## src/rtl/isolator_link_master.sv

```systemverilog
// isolator_link_master
//
// Host-side end of the isolator-board serial control link. Each frame
// shifts one byte of chip-select data and one byte of hwcon data out to the
// board's shift registers while shifting the board's dir/chan and hwflag
// snapshot back in. The board latches the outgoing bytes and takes a new
// snapshot on the srclk strobe at the end of every frame. Frames run
// back to back while enable is high, so the per-slot status stays fresh.
//
// Frame timeline (D = SCLK_DIV, 1 + 18*D clk cycles in total):
//   LOAD  (1)     capture the transmit bytes
//   SHIFT (16*D)  8 sclk periods, sclk low for the first half of each bit
//   LATCH (D)     srclk high
//   GAP   (D)     srclk low; frame_done and slot_* update in the last cycle
//
// Ports
//   clk, reset           system clock, asynchronous active-high reset
//   enable               run frames continuously; low stops after the frame
//   cs_n_par[3:0]        per-slot chip selects (active low) to transmit
//   hwcon_par[3:0]       per-slot hwcon bits to transmit
//   sclk, srclk          serial shift clock and latch strobe to the board
//   cs_n, hwcon          serial transmit data, MSB first
//   dirchan, hwflag      serial receive data, MSB first
//   slot_dir/chan/hwflag decoded per-slot status
//   status_valid         slot_* holds data from a real board snapshot
//   frame_done           1-cycle pulse in the last cycle of every frame
//   status_changed       1-cycle pulse when a valid update alters slot_*
//   fsm_state            current FSM state, for observation only
//
// SCLK_DIV is the number of clk cycles per sclk half-period (2..255).

module isolator_link_master #(
    parameter int SCLK_DIV = 4
) (
    input  logic       clk,
    input  logic       reset,
    input  logic       enable,
    input  logic [3:0] cs_n_par,
    input  logic [3:0] hwcon_par,
    output logic       sclk,
    output logic       srclk,
    output logic       cs_n,
    output logic       hwcon,
    input  logic       dirchan,
    input  logic       hwflag,
    output logic [3:0] slot_dir,
    output logic [3:0] slot_chan,
    output logic [3:0] slot_hwflag,
    output logic       status_valid,
    output logic       frame_done,
    output logic       status_changed,
    output logic [2:0] fsm_state
);

    typedef enum logic [2:0] {
        IDLE  = 3'd0,
        LOAD  = 3'd1,
        SHIFT = 3'd2,
        LATCH = 3'd3,
        GAP   = 3'd4
    } state_t;

    localparam logic [7:0] DIV_LAST = 8'(SCLK_DIV - 1);
    // The status registers are loaded one cycle early so that they become
    // visible in the same cycle as the frame_done pulse.
    localparam logic [7:0] DIV_PRE  = 8'(SCLK_DIV - 2);

    state_t     state, state_n;
    logic [7:0] div_cnt, div_n;
    logic [2:0] bit_cnt, bit_n;
    logic       sclk_n, srclk_n;
    logic [7:0] tx_cs, tx_cs_n;
    logic [7:0] tx_hw, tx_hw_n;
    logic [7:0] rx_dc, rx_dc_n;
    // Only the low nibble of the hwflag byte carries data; shifting the
    // whole byte through a 4-bit register leaves exactly that nibble.
    logic [3:0] rx_hf, rx_hf_n;
    // Set once the current run has completed a frame, so the next frame's
    // receive data belongs to a snapshot taken inside this run.
    logic       primed, primed_n;
    logic [3:0] dir_n, chan_n, hwf_n;
    logic       valid_n, done_n, changed_n;

    // The transmit shift registers drive the pins directly from bit 7.
    // Between frames tx_cs is all ones (cs_n idle high) and tx_hw keeps
    // the last bit sent.
    assign cs_n      = tx_cs[7];
    assign hwcon     = tx_hw[7];
    assign fsm_state = state;

    always_ff @(posedge clk or posedge reset) begin
        if (reset) begin
            state          <= IDLE;
            div_cnt        <= '0;
            bit_cnt        <= '0;
            sclk           <= 1'b0;
            srclk          <= 1'b0;
            tx_cs          <= 8'hFF;
            tx_hw          <= 8'h00;
            rx_dc          <= 8'h00;
            rx_hf          <= 4'h0;
            primed         <= 1'b0;
            slot_dir       <= 4'h0;
            slot_chan      <= 4'h0;
            slot_hwflag    <= 4'h0;
            status_valid   <= 1'b0;
            frame_done     <= 1'b0;
            status_changed <= 1'b0;
        end else begin
            state          <= state_n;
            div_cnt        <= div_n;
            bit_cnt        <= bit_n;
            sclk           <= sclk_n;
            srclk          <= srclk_n;
            tx_cs          <= tx_cs_n;
            tx_hw          <= tx_hw_n;
            rx_dc          <= rx_dc_n;
            rx_hf          <= rx_hf_n;
            primed         <= primed_n;
            slot_dir       <= dir_n;
            slot_chan      <= chan_n;
            slot_hwflag    <= hwf_n;
            status_valid   <= valid_n;
            frame_done     <= done_n;
            status_changed <= changed_n;
        end
    end

    always_comb begin
        state_n   = state;
        div_n     = div_cnt;
        bit_n     = bit_cnt;
        sclk_n    = sclk;
        srclk_n   = srclk;
        tx_cs_n   = tx_cs;
        tx_hw_n   = tx_hw;
        rx_dc_n   = rx_dc;
        rx_hf_n   = rx_hf;
        primed_n  = primed;
        dir_n     = slot_dir;
        chan_n    = slot_chan;
        hwf_n     = slot_hwflag;
        valid_n   = status_valid;
        done_n    = 1'b0;
        changed_n = 1'b0;

        case (state)
            IDLE: begin
                if (enable) begin
                    state_n = LOAD;
                end
            end

            LOAD: begin
                // Upper nibbles are padding: cs_n inactive, hwcon low.
                tx_cs_n = {4'hF, cs_n_par};
                tx_hw_n = {4'h0, hwcon_par};
                div_n   = '0;
                bit_n   = '0;
                sclk_n  = 1'b0;
                state_n = SHIFT;
            end

            SHIFT: begin
                if (div_cnt == DIV_LAST) begin
                    div_n = '0;
                    if (!sclk) begin
                        sclk_n = 1'b1;
                    end else begin
                        // Falling edge: sample the bit the board launched on
                        // the preceding rising edge, and launch our next bit.
                        sclk_n  = 1'b0;
                        rx_dc_n = {rx_dc[6:0], dirchan};
                        rx_hf_n = {rx_hf[2:0], hwflag};
                        if (bit_cnt == 3'd7) begin
                            tx_cs_n = 8'hFF;
                            srclk_n = 1'b1;
                            state_n = LATCH;
                        end else begin
                            tx_cs_n = {tx_cs[6:0], 1'b1};
                            tx_hw_n = {tx_hw[6:0], 1'b0};
                            bit_n   = bit_cnt + 3'd1;
                        end
                    end
                end else begin
                    div_n = div_cnt + 8'd1;
                end
            end

            LATCH: begin
                if (div_cnt == DIV_LAST) begin
                    div_n   = '0;
                    srclk_n = 1'b0;
                    state_n = GAP;
                end else begin
                    div_n = div_cnt + 8'd1;
                end
            end

            GAP: begin
                if (div_cnt == DIV_PRE) begin
                    done_n   = 1'b1;
                    primed_n = 1'b1;
                    // The first frame of a run carries a snapshot taken
                    // before the run began; it is dropped.
                    if (primed) begin
                        dir_n     = rx_dc[3:0];
                        chan_n    = rx_dc[7:4];
                        hwf_n     = rx_hf;
                        valid_n   = 1'b1;
                        changed_n = status_valid &&
                                    ({rx_hf, rx_dc} != {slot_hwflag, slot_chan, slot_dir});
                    end
                end
                if (div_cnt == DIV_LAST) begin
                    div_n = '0;
                    if (enable) begin
                        state_n = LOAD;
                    end else begin
                        primed_n = 1'b0;
                        state_n  = IDLE;
                    end
                end else begin
                    div_n = div_cnt + 8'd1;
                end
            end

            default: begin
                state_n = IDLE;
            end
        endcase
    end

endmodule

```

## config.mk

```make
export PLATFORM = sky130hd
export DESIGN_NAME = isolator_link_master
export DESIGN_NICKNAME = d
export VERILOG_FILES = /design/src/rtl/isolator_link_master.sv
export SDC_FILE = /design/constraint.sdc
export NUM_CORES = 1
export LEC_CHECK = 0
export CAP_MARGIN = 15
export CORE_ASPECT_RATIO = 1.25
export CORE_MARGIN = 8
export CORE_UTILIZATION = 55
export DETAILED_ROUTE_END_ITERATION = 8
export PLACE_DENSITY = 0.79
export SLEW_MARGIN = 20
export SYNTH_ARGS = -nofsm -noshare
export SYNTH_HDL_FRONTEND = slang
export SYNTH_SLANG_ARGS = --single-unit
```

## constraint.sdc

```tcl
create_clock -name clk -period 2.1 [get_ports clk]
set_input_delay 0.42 -clock clk [delete_from_list [all_inputs] [get_ports clk]]
set_output_delay 0.42 -clock clk [all_outputs]
set_load 0.02 [all_outputs]
```

==> results.md, run 1 <==
* Slew Viols, Final at 0
* Post-synthesis mux area share at 14.6%
* Clk_lat worst skew at 0.33 ns
* N_diodes at 0
* Routed vias at 1955
* # clock sinks at 60
* Root buffer cell: clkbuf_8
* Final non-filler cell area at 0.00354 mm2
* Share of layout cells above drive strength 1 at 23.2%
* CTS Hold Bufs at 0
* CTS buffer count at 9
* RSZ-0062 raised after global routing: no
* Syn Nets at 256
* Commonest non-fill, non-tap cell in the layout: dfrtp_1
* Buf+Inv Stages, Crit Path at 1
* Crit end category: primary output
* Die Span X at 80.8 um
* Synth Area in Adders at 1.73%
* Number of global-route vias before repair at 1983
* Final WL at 5450 um
* DP Area at 0.00333 mm2
* Compound-Gate Fraction of Synth Area at 8.27%
* Largest family of logic cells by synthesized area: simple AND/OR/NAND/NOR gates
* DRC viols at 0
* Worst hold path class: in -> async
* Core footprint at 0.00508 mm2
* Gate Count Post-Synth at 239
* Critical-path cell list: clkdlybuf4s50_1
* Largest stage delay on the critical path at 0.69 ns
* P&R area growth vs syn at 22.7%
* Initial Util at 56.9%
* Rel. slew slack at 72.7%
* Setup TNS at 0 ns
* Grt ovf at 0
* Slowest CP cell: clkdlybuf4s50_1
* Post-synthesis sequential area ratio at 52.3%
* GPL Wtd Cong at 0.809
* Async set-reset flop share out of synthesis at 100%
* First-pass GRT wire length at 9160 um
* Vias per cell at 5.57
* Required time of the critical path at 1.68 ns
* Synth Warn # at 0
* Max_cap viols at 0
* Clock-pin transition on the worst setup and hold timing paths at 0.06 ns
* Synthesized area at 0.00289 mm2
* P per Cell Area at 1150 mW/mm2
* # setup viols final at 0
* Initial DRC Count at 77
* Tcrit/Tclk final at 93.4%
* Top FF cell, synth: dfrtp_1
* TritonCTS clock tree: built
* Pre-Repair DR Iteration Count at 4
* Post-synthesis xor/xnor area fraction at 4.55%
* Post-DP HPWL at 3770 um
* # fillers at 388
* Fmax at 510 MHz
* Port bufs at 34
* Synthesis-stage register bit count at 60
* Leakage power at 0.00178 uW
* Highest-count cells in the layout ignoring fill and taps: 51 x dfrtp_1, 34 x clkdlybuf4s50_1, 19 x mux2_4, 17 x nand2_1, 14 x nand3_1
* Crit Path Class: reg -> out
* Final Critical Period at 1.96 ns
* Post-Syn Area per Cell at 12.1 um2
* Hold violation count in the final report at 0
* Delay-heaviest family, CP: buffers and inverters
* Worst Path Arrival at 1.54 ns
* Cell variety after synth at 46
* Htree depth at 3
* Total track usage at 14.9%
* Die height at 97.0 um
* Setup Skew at 0.00874 ns
* Largest net degree at the start of global routing at 61
* Antenna violations before repair at 0
* Status: complete, no violations
* # nets final at 302
* Crit path max fanout at 10
* Peak VDD IR at 0.902 mV
* Startpoint types: flip-flop
* I/O Pins at 35
* DIE AREA at 0.00784 mm2
* Wirelength per Cell at 15.5 um
* Worst-margin pin slew at 0.406 ns
* Post-synthesis simple-gate area fraction at 14.9%
* Core Rows at 29
* Worst-case clock buffer depth at 2
* Post-route ant nets at 0
* Post-synth EDFFs at 0
## logic make-up (layout without fill, tap and decap cells)
logic type | after synthesis | count (layout)
mux | 32 | 32
flops | 60 | 60
compound gates | 34 | 34
buf+inv | 21 | 71
fa+ha+maj | 4 | 4
xor+xnor | 15 | 15
simple gates | 73 | 73
## cell usage after synthesis (2+ instances only)
cell / n / area share (%)
inv_1: 11 / 1.4
nor2_1: 9 / 1.2
a41oi_1: 2 / 0.61
mux2_4: 19 / 9.9
dfrtp_1: 52 / 45
a21oi_1: 3 / 0.52
nor4_1: 3 / 0.65
and4_1: 4 / 1.2
a31oi_1: 7 / 1.5
a22o_1: 2 / 0.61
xnor2_1: 2 / 0.61
ha_1: 4 / 1.7
a2bb2oi_1: 5 / 1.5
mux2i_1: 7 / 2.4
clkbuf_1: 3 / 0.39
buf_2: 3 / 0.52
and3_1: 3 / 0.65
nor3_1: 2 / 0.35
nand3_1: 14 / 2.4
o22ai_1: 3 / 0.65
dfstp_2: 8 / 7.3
nand2_1: 17 / 2.2
o21ai_0: 7 / 1.2
or3_1: 3 / 0.65
nand2b_1: 6 / 1.3
xor2_1: 13 / 3.9
or3b_2: 2 / 0.61
buf_6: 2 / 0.78
mux2_2: 6 / 2.3
## registers in the layout, indices dropped and copies added (netlist names), 3 cells and up
register     cells
fsm_state        3
tx_hw            8
bit_cnt          3
tx_cs            8
rx_hf            4
rx_dc            8
div_cnt          8
slot_hwflag      4
slot_chan        4
slot_dir         4
## metrics by stage
step                total power, uW  std cells  utilization, %  setup WS, ns  hold slack [ns]
floorplan                      2650        239               -         0.209            0.444
finish                         4070        351            69.8         0.139            0.467
global route                   4340        351            69.8        0.0639            0.488
CTS                            4100        350            69.6        0.0301            0.467
detailed placement             3030        335            65.6        0.0635            0.457
global placement               2980        335            65.6         0.147            0.451
## worst paths after layout
| kind | from | to | slack (ns) | cells past startpoint |
|---|---|---|---|---|
| max | sclk | sclk | 0.14 | 1 |
| min | reset | slot_chan[2] | 0.47 | 3 |
| max reg2reg | div_cnt[1] | rx_hf[0] | 0.20 | 5 |
| min reg2reg | tx_cs[2] | tx_cs[2] | 0.47 | 2 |
| max in group asynchronous | reset | tx_cs[1] | 1.34 | 3 |
| min in group clk | tx_cs[2] | tx_cs[2] | 0.47 | 2 |
## layer usage
| metal | GRT usage [%] | wire length, um |
|---|---|---|
| met5 | 0 | 0 |
| met2 | 22.6 | 2630 |
| met3 | 4.07 | 243 |
| met4 | 8.14 | 114 |
| met1 | 18.3 | 2460 |
## final cells by class
| cell class | count | area, um2 | share of cell area, % |
|---|---|---|---|
| clock inverter | 1 | 30.0 | 0.847 |
| multi-input combinational | 158 | 1270 | 36.0 |
| sequential | 60 | 1510 | 42.7 |
| tap | 62 | 77.6 | 2.19 |
| clock buffer | 14 | 173 | 4.87 |
| timing repair buffer | 45 | 435 | 12.3 |
| inverter | 11 | 41.3 | 1.16 |
## power breakdown
group	internal, uW	switching [uW]
clock	640	410
combinational	633	609
sequential	1480	301
## what timing repair did
action	in CTS	in global routing
gates resized for setup	0	1
setup buffers	0	1
endpoints found under the setup margin	0	6
Power figures use the tool's default switching activity.
==> run 2: changes to the inputs <==
==> constraint.sdc (replaced) <==
create_clock -name clk -period 2.1 [get_ports clk]
set_input_delay 0.42 -clock clk [delete_from_list [all_inputs] [get_ports clk]]
set_output_delay 0.42 -clock clk [all_outputs]
set_load 0.005 [all_outputs]
==> run 2 against run 1 <==
Compared with the run above: sequential power about the same; power decreased by 1.0%; first-iteration DRC count unchanged; critical path type unchanged; largest power group unchanged.
==> results.md, run 2 (same netlist as run 1, synthesis figures left out) <==
* Status: complete, no violations
* Setup TNS at 0 ns
* Port bufs at 34
* Die height at 97.0 um
* # nets final at 302
* Vias per cell at 5.57
* Highest-count cells in the layout ignoring fill and taps: 52 x dfrtp_1, 34 x clkdlybuf4s50_1, 19 x mux2_4, 17 x nand2_1, 14 x nand3_1
* Crit Path Class: reg -> out
* Worst reg2reg path depth at 5
* P per Cell Area at 1140 mW/mm2
* Crit end category: primary output
* GPL Wtd Cong at 0.809
* Max_cap viols at 0
* Critical-path cell list: clkdlybuf4s50_1
* Number of global-route vias before repair at 1983
* Pre-Repair DR Iteration Count at 4
* Worst-margin pin slew at 0.442 ns
* Commonest non-fill, non-tap cell in the layout: dfrtp_1
* Reg2reg end: rx_hf[0]
* Final WL at 5450 um
* Buf+Inv Stages, Crit Path at 1
* Setup Skew at 0.00874 ns
* DRC viols at 0
* Slowest CP cell: dfrtp_1
* DIE AREA at 0.00784 mm2
* Worst hold path class: in -> async
* FF-to-FF Start: div_cnt[1]
* Startpoint types: flip-flop
* Met2 wire len at 2630 um
* Fmax at 510 MHz
* P&R area growth vs syn at 22.7%
* Leakage power at 0.00179 uW
* Dpl cells at 335
* Post-route ant nets at 0
* Delay-heaviest family, CP: flip-flops
* # setup viols final at 0
* Total power draw at 4030 uW
* Met3 wire len at 243 um
* Routed vias at 1955
* Clock-pin transition on the worst setup and hold timing paths at 0.06 ns
* Largest net degree at the start of global routing at 61
* # resized after CTS at 0
* Initial Util at 56.9%
* Clk_lat worst skew at 0.33 ns
* Hold violation count in the final report at 0
* Root buffer cell: clkbuf_8
* Htree depth at 3
* Total track usage at 14.9%
* Core footprint at 0.00508 mm2
* Final Critical Period at 1.96 ns
* CTS buffer count at 9
* Largest stage delay on the critical path at 0.61 ns
* Non-Filler Instances at 351
* Wirelength per Cell at 15.5 um
* Final non-filler cell area at 0.00354 mm2
* Met1 WL at 2460 um
* Rel. slew slack at 70.5%
* Die Span X at 80.8 um
* Worst Path Arrival at 1.54 ns
* Slew Viols, Final at 0
* Share of layout cells above drive strength 1 at 22.8%
* Grt ovf at 0
* Post-DP HPWL at 3770 um
* RSZ-0062 raised after global routing: no
* Peak VDD IR at 0.820 mV
* Required time of the critical path at 1.68 ns
* Crit path max fanout at 13
* DR top layer: met4
* Tcrit/Tclk final at 93.3%
* # clock sinks at 60
* DP Area at 0.00333 mm2
* WHS at 0.467 ns
* N_diodes at 0
* First-pass GRT wire length at 9160 um
* I/O Pins at 35
* Core Rows at 29
* Reg-to-reg slack, setup at 0.20 ns
* Antenna violations before repair at 0
* Worst-case clock buffer depth at 2
* Initial DRC Count at 77
* TritonCTS clock tree: built
==> run 2: changes by cell type in the layout (fill, tap and decap cells not counted) <==
cell and delta:
dfrtp_1 +1, dfrtp_2 -1
==> run 2: cell type report <==
class	instances	area, um2
Fill cell	388	1540
Clock buffer	14	173
Clock inverter	1	30.0
Tap cell	62	77.6
Inverter	11	41.3
Timing Repair Buffer	45	435
Sequential cell	60	1510
Multi-Input combinational cell	158	1270
==> run 2: repair_timing <==
action | 4_1_cts | 5_1_grt
hold buffers | 0 | 0
buffers inserted | 0 | 1
setup endpoints to repair | 0 | 5
==> run 2: where the power goes <==
group	internal [uW]	switching, uW
registers	1480	301
clock network	640	410
logic	633	569
==> run 2: worst max-delay path by stage <==
stage | cells past startpoint | startpoint | end | slack, ns
global route | 1 | fsm_state[0] | fsm_state[0] | 0.08
finish | 1 | fsm_state[0] | fsm_state[0] | 0.14
CTS | 6 | bit_cnt[0] | tx_hw[2] | 0.06
floorplan | 1 | reset | bit_cnt[0] | 0.21
detailed placement | 6 | bit_cnt[0] | tx_hw[2] | 0.06
global placement | 6 | bit_cnt[0] | tx_hw[2] | 0.15
==> run 2: metal layers <==
layer	GRT usage [%]	up-vias
met2	22.6	40
li1	-	950
met4	8.14	0
met5	0	-
met3	4.07	9
met1	18.3	956
==> run 2: through the flow <==
step / utilization (%) / worst slack [ns]
4_1_cts: 69.6 / 0.0563
3_3_place_gp: 65.6 / 0.147
5_1_grt: 69.8 / 0.0773
2_1_floorplan: - / 0.209
3_5_place_dp: 65.6 / 0.0635
6_report: 69.8 / 0.141
==> run 3: changes to the inputs <==
- SKIP_LAST_GASP: not set -> 1
==> results of run 3 <==
Same layout as run 2: the final DEF is identical, and so are final timing and power.
